**config.mk**
```make
export PLATFORM = sky130hd
export DESIGN_NAME = fc_mac_scheduler_flat
export DESIGN_NICKNAME = d
export VERILOG_FILES = /design/src/rtl/fc_mac_scheduler_if.sv /design/src/rtl/fc_mac_scheduler.sv /design/src/flat_wrapper.sv
export SDC_FILE = /design/constraint.sdc
export NUM_CORES = 1
export LEC_CHECK = 0
export ABC_AREA = 1
export BUFFER_PORTS_ARGS = -buffer_cell sky130_fd_sc_hd__clkbuf_2
export CORE_MARGIN = 4
export CORE_UTILIZATION = 60
export DETAILED_ROUTE_END_ITERATION = 8
export PLACE_DENSITY = 0.86
export SLEW_MARGIN = 15
export SYNTH_ARGS = -nofsm -noshare
export SYNTH_HDL_FRONTEND = slang
export SYNTH_SLANG_ARGS = --single-unit
```
**constraint.sdc**
```tcl
create_clock -name clk -period 4 [get_ports clk]
set_clock_uncertainty 0.1 [all_clocks]
set_input_delay 0.4 -clock clk [delete_from_list [all_inputs] [get_ports clk]]
set_output_delay 0.4 -clock clk [all_outputs]
set_load 0.01 [all_outputs]
```
**src/rtl/fc_mac_scheduler_if.sv**
```systemverilog
// Bundle of control, RAM-read and result signals between the FC-layer MAC scheduler
// and its surroundings; the scheduler takes the master side.
interface fc_mac_scheduler_if #(
  parameter int N_OUT = 10,
  parameter int ACT_W = 30,
  parameter int W_W   = 9,
  parameter int ACC_W = 38,
  parameter int AW    = 12,
  parameter int WAW   = 15
);
  localparam int NW = (N_OUT > 1) ? $clog2(N_OUT) : 1;

  logic                    start;
  logic                    busy;
  logic                    done;
  logic                    act_rd;
  logic [AW-1:0]           act_addr;
  logic signed [ACT_W-1:0] act_data;
  logic                    w_rd;
  logic [WAW-1:0]          w_addr;
  logic signed [W_W-1:0]   w_data;
  logic [NW-1:0]           bias_idx;
  logic signed [W_W-1:0]   bias_data;
  logic                    out_valid;
  logic [NW-1:0]           out_idx;
  logic signed [ACC_W-1:0] out_data;

  modport master (
    input  start, act_data, w_data, bias_data,
    output busy, done, act_rd, act_addr, w_rd, w_addr, bias_idx,
           out_valid, out_idx, out_data
  );

  modport slave (
    output start, act_data, w_data, bias_data,
    input  busy, done, act_rd, act_addr, w_rd, w_addr, bias_idx,
           out_valid, out_idx, out_data
  );
endinterface

```
**src/rtl/fc_mac_scheduler.sv**
```systemverilog
// Time-multiplexes one signed MAC over an N_OUT x N_IN fully-connected layer.
// Optional macro FC_SCHED_RELU_EN fuses a ReLU into the bias stage.
module fc_mac_scheduler #(
  parameter int N_IN  = 3136,
  parameter int N_OUT = 10,
  parameter int ACT_W = 30,
  parameter int W_W   = 9,
  parameter int ACC_W = 38,
  parameter int AW    = 12,
  parameter int WAW   = 15
) (
  input  logic clk,
  input  logic rst_n,
  fc_mac_scheduler_if.master bus
);
  localparam int NW = (N_OUT > 1) ? $clog2(N_OUT) : 1;
  localparam int PW = ACT_W + W_W;
  localparam int MW = (PW > ACC_W) ? PW : ACC_W;
  localparam int BW = (W_W > ACC_W) ? W_W : ACC_W;

  typedef enum logic [2:0] {S_IDLE, S_RUN, S_DRAIN, S_BIAS, S_DONE} state_t;

  state_t                  state, state_nxt;
  logic [AW-1:0]           k;
  logic [WAW-1:0]          w_off;
  logic [NW-1:0]           n;
  logic                    vld_p1;
  logic signed [PW-1:0]    prod_p1;
  logic signed [ACC_W-1:0] acc;
  logic signed [ACC_W-1:0] out_data_r;
  logic [NW-1:0]           out_idx_r;
  logic                    out_valid_r;
  logic                    busy_c, done_c, rd_c;
  logic                    last_k, last_n;

  function automatic logic signed [ACC_W-1:0] fit_prod(input logic signed [PW-1:0] p);
    logic signed [MW-1:0] wide;
    wide = p;
    return wide[ACC_W-1:0];
  endfunction

  function automatic logic signed [ACC_W-1:0] fit_bias(input logic signed [W_W-1:0] b);
    logic signed [BW-1:0] wide;
    wide = b;
    return wide[ACC_W-1:0];
  endfunction

  function automatic logic signed [ACC_W-1:0] shape_out(input logic signed [ACC_W-1:0] sum);
`ifdef FC_SCHED_RELU_EN
    return sum[ACC_W-1] ? '0 : sum;
`else
    return sum;
`endif
  endfunction

  assign last_k  = (k == AW'(N_IN - 1));
  assign last_n  = (n == NW'(N_OUT - 1));
  assign prod_p1 = PW'(bus.act_data) * PW'(bus.w_data);

  always_ff @(posedge clk or negedge rst_n) begin
    if (!rst_n) state <= S_IDLE;
    else        state <= state_nxt;
  end

  always_comb begin
    state_nxt = state;
    busy_c    = 1'b0;
    done_c    = 1'b0;
    rd_c      = 1'b0;
    unique case (state)
      S_IDLE:  if (bus.start) state_nxt = S_RUN;
      S_RUN: begin
        busy_c = 1'b1;
        rd_c   = 1'b1;
        if (last_k) state_nxt = S_DRAIN;
      end
      S_DRAIN: begin
        busy_c    = 1'b1;
        state_nxt = S_BIAS;
      end
      S_BIAS: begin
        busy_c    = 1'b1;
        state_nxt = last_n ? S_DONE : S_RUN;
      end
      S_DONE: begin
        busy_c    = 1'b1;
        done_c    = 1'b1;
        state_nxt = S_IDLE;
      end
      default: state_nxt = S_IDLE;
    endcase
  end

  // Stage p0: addresses issued in RUN; stage p1: RAM data returns, product accumulates
  always_ff @(posedge clk or negedge rst_n) begin
    if (!rst_n) begin
      k           <= '0;
      w_off       <= '0;
      n           <= '0;
      vld_p1      <= 1'b0;
      acc         <= '0;
      out_data_r  <= '0;
      out_idx_r   <= '0;
      out_valid_r <= 1'b0;
    end else begin
      vld_p1      <= (state == S_RUN);
      out_valid_r <= 1'b0;
      if (vld_p1) acc <= acc + fit_prod(prod_p1);
      unique case (state)
        S_IDLE: begin
          if (bus.start) begin
            k     <= '0;
            w_off <= '0;
            n     <= '0;
            acc   <= '0;
          end
        end
        S_RUN: begin
          // Weight address is a running offset, so it stays put on the last tap
          // and steps to the next neuron's row on leaving BIAS.
          if (!last_k) begin
            k     <= k + 1'b1;
            w_off <= w_off + 1'b1;
          end
        end
        S_BIAS: begin
          out_data_r  <= shape_out(acc + fit_bias(bus.bias_data));
          out_idx_r   <= n;
          out_valid_r <= 1'b1;
          if (!last_n) begin
            n     <= n + 1'b1;
            k     <= '0;
            w_off <= w_off + 1'b1;
            acc   <= '0;
          end
        end
        default: ;
      endcase
    end
  end

  // Stage p2: registered neuron result
  assign bus.busy      = busy_c;
  assign bus.done      = done_c;
  assign bus.act_rd    = rd_c;
  assign bus.w_rd      = rd_c;
  assign bus.act_addr  = k;
  assign bus.w_addr    = w_off;
  assign bus.bias_idx  = n;
  assign bus.out_valid = out_valid_r;
  assign bus.out_idx   = out_idx_r;
  assign bus.out_data  = out_data_r;
endmodule
```
**src/flat_wrapper.sv**
```systemverilog
// flat-port wrapper written by rule: the top's interface ports become plain ports
module fc_mac_scheduler_flat 
#(
  parameter int N_IN  = 3136,
  parameter int N_OUT = 10,
  parameter int ACT_W = 30,
  parameter int W_W   = 9,
  parameter int ACC_W = 38,
  parameter int AW    = 12,
  parameter int WAW   = 15
)
  (clk, rst_n, bus_start, bus_act_data, bus_w_data, bus_bias_data, bus_busy, bus_done, bus_act_rd, bus_act_addr, bus_w_rd, bus_w_addr, bus_bias_idx, bus_out_valid, bus_out_idx, bus_out_data);
  fc_mac_scheduler_if #(.N_OUT(N_OUT), .ACT_W(ACT_W), .W_W(W_W), .ACC_W(ACC_W), .AW(AW), .WAW(WAW)) bus_i ();
  input  logic clk;
  input  logic rst_n;
  input wire logic [$bits(bus_i.start)-1:0] bus_start;
  input wire logic [$bits(bus_i.act_data)-1:0] bus_act_data;
  input wire logic [$bits(bus_i.w_data)-1:0] bus_w_data;
  input wire logic [$bits(bus_i.bias_data)-1:0] bus_bias_data;
  output wire logic [$bits(bus_i.busy)-1:0] bus_busy;
  output wire logic [$bits(bus_i.done)-1:0] bus_done;
  output wire logic [$bits(bus_i.act_rd)-1:0] bus_act_rd;
  output wire logic [$bits(bus_i.act_addr)-1:0] bus_act_addr;
  output wire logic [$bits(bus_i.w_rd)-1:0] bus_w_rd;
  output wire logic [$bits(bus_i.w_addr)-1:0] bus_w_addr;
  output wire logic [$bits(bus_i.bias_idx)-1:0] bus_bias_idx;
  output wire logic [$bits(bus_i.out_valid)-1:0] bus_out_valid;
  output wire logic [$bits(bus_i.out_idx)-1:0] bus_out_idx;
  output wire logic [$bits(bus_i.out_data)-1:0] bus_out_data;
  assign bus_i.start = bus_start;
  assign bus_i.act_data = bus_act_data;
  assign bus_i.w_data = bus_w_data;
  assign bus_i.bias_data = bus_bias_data;
  assign bus_busy = bus_i.busy;
  assign bus_done = bus_i.done;
  assign bus_act_rd = bus_i.act_rd;
  assign bus_act_addr = bus_i.act_addr;
  assign bus_w_rd = bus_i.w_rd;
  assign bus_w_addr = bus_i.w_addr;
  assign bus_bias_idx = bus_i.bias_idx;
  assign bus_out_valid = bus_i.out_valid;
  assign bus_out_idx = bus_i.out_idx;
  assign bus_out_data = bus_i.out_data;
  fc_mac_scheduler #(.N_IN(N_IN), .N_OUT(N_OUT), .ACT_W(ACT_W), .W_W(W_W), .ACC_W(ACC_W), .AW(AW), .WAW(WAW)) u_core (.clk(clk), .rst_n(rst_n), .bus(bus_i));
endmodule
```
==> results.tsv <==
stage	metric	value	unit
run_status	outcome	complete, but fails checks	
run_status	violations_in_the_final_reports	negative setup slack	
setup_path	setup.worst_path.class	in2reg	
worst_hold_path	hp-class	in2reg	
detailed_routing	route.final.wire_length	68700	um
sta	timing.fmax	203	MHz
global_route	number_of_antenna_violations_at_the_first_check_in_global_routing	1	
global_route	first_global_vias	18930	
yosys	synth.ff_latch_count	116	
sta	final_min_period_over_clock_period	123	%
setup_path	cp_data_arrival_time	5140	ps
flow_run	number_of_max_cap_violations	0	
die	die_width	185	um
clock_network	cts_tree	yes	
sta	final-max-slew-violation-count	0	
detailed_routing	wire_per_inst	20.4	um
detailed_routing	number_of_drc_violations_after_detailed_routing	0	
setup_path	worst_setup_path_startpoint	bus_act_data[9]	
global_route	grt_first_pass_wirelength	95700	um
clock_network	cts_buffers	17	
detailed_routing	post_drt_via_cell_ratio	5.86	
detailed_routing	vias	19756	
sta	setup_repair_after_global_routing_missed_its_margin	true	
layout	layout-area-overhead-vs-synth	28.3	%
clock_network	clk_latency	430	ps
die	fp.dieArea	34300	sq um
sta	finalWorstPathRequiredPeriod	4920	ps
sta	finalHoldViolCount	0	
global_route	gr-usage-all-layers	35.3	%
yosys	synth.yosys.warnings	0	
yosys	syn_area_per_cell	6.93	sq um
layout	drive_gt1_share	24.4	%
yosys	synth_area	18800	sq um
clock_network	cts_max_path_buffers	2	
setup_path	worst_r2r_startpoint	u_core.acc[8]	
yosys	ranking_of_synthesized_cells_by_instance_count	sky130_fd_sc_hd__nand2_1 (786), sky130_fd_sc_hd__inv_1 (621), sky130_fd_sc_hd__nor2_1 (258), sky130_fd_sc_hd__fa_1 (248), sky130_fd_sc_hd__ha_1 (128)	
yosys	syn-num-nets	3145	
die	effective_utilization_at_floorplan	61.2	%
global_route	grt_start_max_net_pins	117	
yosys	synth_top_cells_by_area	sky130_fd_sc_hd__fa_1 (26%), sky130_fd_sc_hd__nand2_1 (16%), sky130_fd_sc_hd__dfrtp_1 (15%)	
clock_network	cts_root_buffer	sky130_fd_sc_hd__clkbuf_16	
yosys	syn_inst	2718	
setup_path	worst_ep_required_time	4220	ps
yosys	synth_enable_flop_cells	0	
setup_path	startpoint_type	input pin	
detailed_routing	first_iter_violations	2237	
layout	final_core_utilization	78.6	%
clock_network	clkSlewWorstSetupHoldPaths	70	ps
yosys	post_synth_num_cell_types	45	
detailed_routing	detail_route.first_pass.iterations	8	
place	gp_congestion	0.998	
place	detailed_place_hpwl	44500	um
clock_network	cts.sink_count	116	
setup_path	cp_max_fo	9	
worst_hold_path	min_from	bus_bias_data[0]	
layout	final_nets	3389	
place	port-buffer-count	128	
die	die-height	185	um
yosys	cell_with_the_most_instances_after_synthesis	sky130_fd_sc_hd__nand2_1	
yosys	sequential_element_share_of_the_synthesized_area	15.4	%
die	core_area	30700	sq um
sta	slew_headroom	41.1	%
yosys	synth_async_sr_flop_share	100	%
sta	setup_viol_count_final	32	
clock_network	htree_levels	4	
layout	final.fill_count	1981	
die	ports	129	
die	num_rows	64	
global_route	grt_overflow	0	
sta	setup_slack	-917	ps
yosys	yosys.area.top_type	sky130_fd_sc_hd__fa_1	
sta	worst-slew-pin-transition	882	ps
yosys	yosys_most_used_dff	sky130_fd_sc_hd__dfrtp_1	
yosys	synthDominantCellAreaShare	26.4	%
setup_path	critical_path_endpoint_category	flop	
detailed_routing	postRouteAntennaNets	0	
## area by class of cell
cell class	instances	area [sq um]	share of cell area (%)
Sequential cell	116	2900	12.0
Multi-Input combinational cell	1885	15000	62.2
Clock buffer	17	425	1.76
Tap cell	396	495	2.05
Clock inverter	15	183	0.756
Inverter	634	2400	9.92
Antenna cell	1	2.50	0.0104
Timing Repair Buffer	308	2730	11.3
## logic make-up after synthesis
kind of cell,share of synthesized area [%]
buffers and inverters,14.4
AO/OA/AOI/OAI,6.29
adder cells (fa/ha/maj),34.9
AND/OR/NAND/NOR,26.9
XOR/XNOR,2.14
flip-flops,15.4
## registers in the layout, indices dropped and copies added, names as in the netlist
| signal | cells |
|---|---|
| u_core.bus.w_addr | 15 |
| u_core.vld_p1 | 1 |
| u_core.bus.bias_idx | 4 |
| u_core.state | 3 |
| u_core.acc | 38 |
| u_core.bus.out_data | 38 |
| u_core.bus.act_addr | 12 |
| u_core.bus.out_idx | 4 |
| u_core.bus.out_valid | 1 |
## metrics by stage
stage | hold slack, ps | setup WS, ps | TNS [ps] | instance area, sq um | instances
global route | 246 | -1070 | -27340 | 24200 | 3371
global placement | 353 | -1120 | -31420 | 21400 | 3285
floorplan | 4.41 | -578 | -14150 | 19900 | 2718
finish | 239 | -917 | -22740 | 24200 | 3372
detailed placement | 366 | -1210 | -34220 | 21400 | 3285
CTS | 244 | -583 | -15000 | 23300 | 3349
## path summary, 6_finish.rpt
check	endpoint	slack (ps)	cells after the start
worst max-delay path	u_core.acc[26]	-920	21
worst min-delay path	u_core.bus.out_data[0]	240	4
worst max register to register	u_core.acc[24]	60	16
worst min register to register	u_core.bus.out_data[28]	380	2
max in group asynchronous	u_core.vld_p1	2730	3
min in group asynchronous	u_core.bus.out_data[36]	500	3
## layer usage
metal | vias up | GRT usage (%) | share of wire [%] | routed length [um]
met4 | 0 | 16.9 | 8.5 | 5810
li1 | 8593 | - | - | -
met1 | 9257 | 44.6 | 35 | 24200
met5 | - | 0 | 0 | 0
met2 | 1392 | 58.6 | 46 | 31400
met3 | 514 | 7.01 | 11 | 7260
## placed cells by master, fill, tap and decap left out, types with 11 or more instances in the layout
| cell | synthesis | layout |
|---|---|---|
| sky130_fd_sc_hd__nand2_4 | 1 | 50 |
| sky130_fd_sc_hd__nand3_2 | 0 | 20 |
| sky130_fd_sc_hd__ha_4 | 0 | 33 |
| sky130_fd_sc_hd__a21oi_1 | 78 | 51 |
| sky130_fd_sc_hd__nor2_4 | 2 | 23 |
| sky130_fd_sc_hd__ha_1 | 128 | 95 |
| sky130_fd_sc_hd__inv_1 | 621 | 561 |
| sky130_fd_sc_hd__inv_2 | 12 | 66 |
| sky130_fd_sc_hd__nor2_2 | 0 | 27 |
| sky130_fd_sc_hd__o21ai_0 | 51 | 41 |
| sky130_fd_sc_hd__clkbuf_2 | 0 | 108 |
| sky130_fd_sc_hd__nor3_1 | 20 | 14 |
| sky130_fd_sc_hd__a21oi_2 | 0 | 16 |
| sky130_fd_sc_hd__nand2_1 | 786 | 659 |
| sky130_fd_sc_hd__nand4_1 | 21 | 21 |
| sky130_fd_sc_hd__fa_2 | 0 | 17 |
| sky130_fd_sc_hd__xnor2_1 | 15 | 15 |
| sky130_fd_sc_hd__nand3b_1 | 11 | 11 |
| sky130_fd_sc_hd__buf_4 | 1 | 120 |
| sky130_fd_sc_hd__dfrtp_1 | 116 | 115 |
| sky130_fd_sc_hd__o21bai_1 | 16 | 11 |
| sky130_fd_sc_hd__fa_1 | 248 | 231 |
| sky130_fd_sc_hd__clkbuf_16 | 0 | 28 |
| sky130_fd_sc_hd__buf_6 | 0 | 28 |
| sky130_fd_sc_hd__nor2_1 | 258 | 210 |
| sky130_fd_sc_hd__a21oi_4 | 1 | 12 |
| sky130_fd_sc_hd__buf_12 | 0 | 17 |
| sky130_fd_sc_hd__xor2_1 | 31 | 24 |
| sky130_fd_sc_hd__o21ai_1 | 41 | 45 |
| sky130_fd_sc_hd__nand3_1 | 122 | 100 |
| sky130_fd_sc_hd__nand2_2 | 0 | 76 |
## repair_timing
item                                   4_1_cts  5_1_grt
pin swaps                                  110      117
resized for setup                          230      171
gates cloned                                 9        6
buffers inserted                            23       18
setup endpoints to repair                   32       33
hold buffers                                 1        0
endpoints found under the hold margin        8        0
## critical path, stage by stage
cell and delay (ps):
sky130_fd_sc_hd__buf_2 260, sky130_fd_sc_hd__nand2_1 190, sky130_fd_sc_hd__fa_1 550, sky130_fd_sc_hd__inv_1 70, sky130_fd_sc_hd__fa_1 550, sky130_fd_sc_hd__fa_1 450, sky130_fd_sc_hd__fa_1 500, sky130_fd_sc_hd__inv_1 50
sky130_fd_sc_hd__fa_1 490, sky130_fd_sc_hd__inv_1 80, sky130_fd_sc_hd__ha_4 240, sky130_fd_sc_hd__nand2_2 170, sky130_fd_sc_hd__inv_1 120, sky130_fd_sc_hd__a21oi_4 190, sky130_fd_sc_hd__nor2_2 70, sky130_fd_sc_hd__o21ai_1 140
sky130_fd_sc_hd__nand3b_1 170, sky130_fd_sc_hd__nand2_1 120, sky130_fd_sc_hd__nand2_1 80, sky130_fd_sc_hd__o21ai_2 170, sky130_fd_sc_hd__inv_1 70
Power is left out: the tool's default activity adds up to more than one toggle a clock period on the data nets, which glitch-free logic cannot reach.
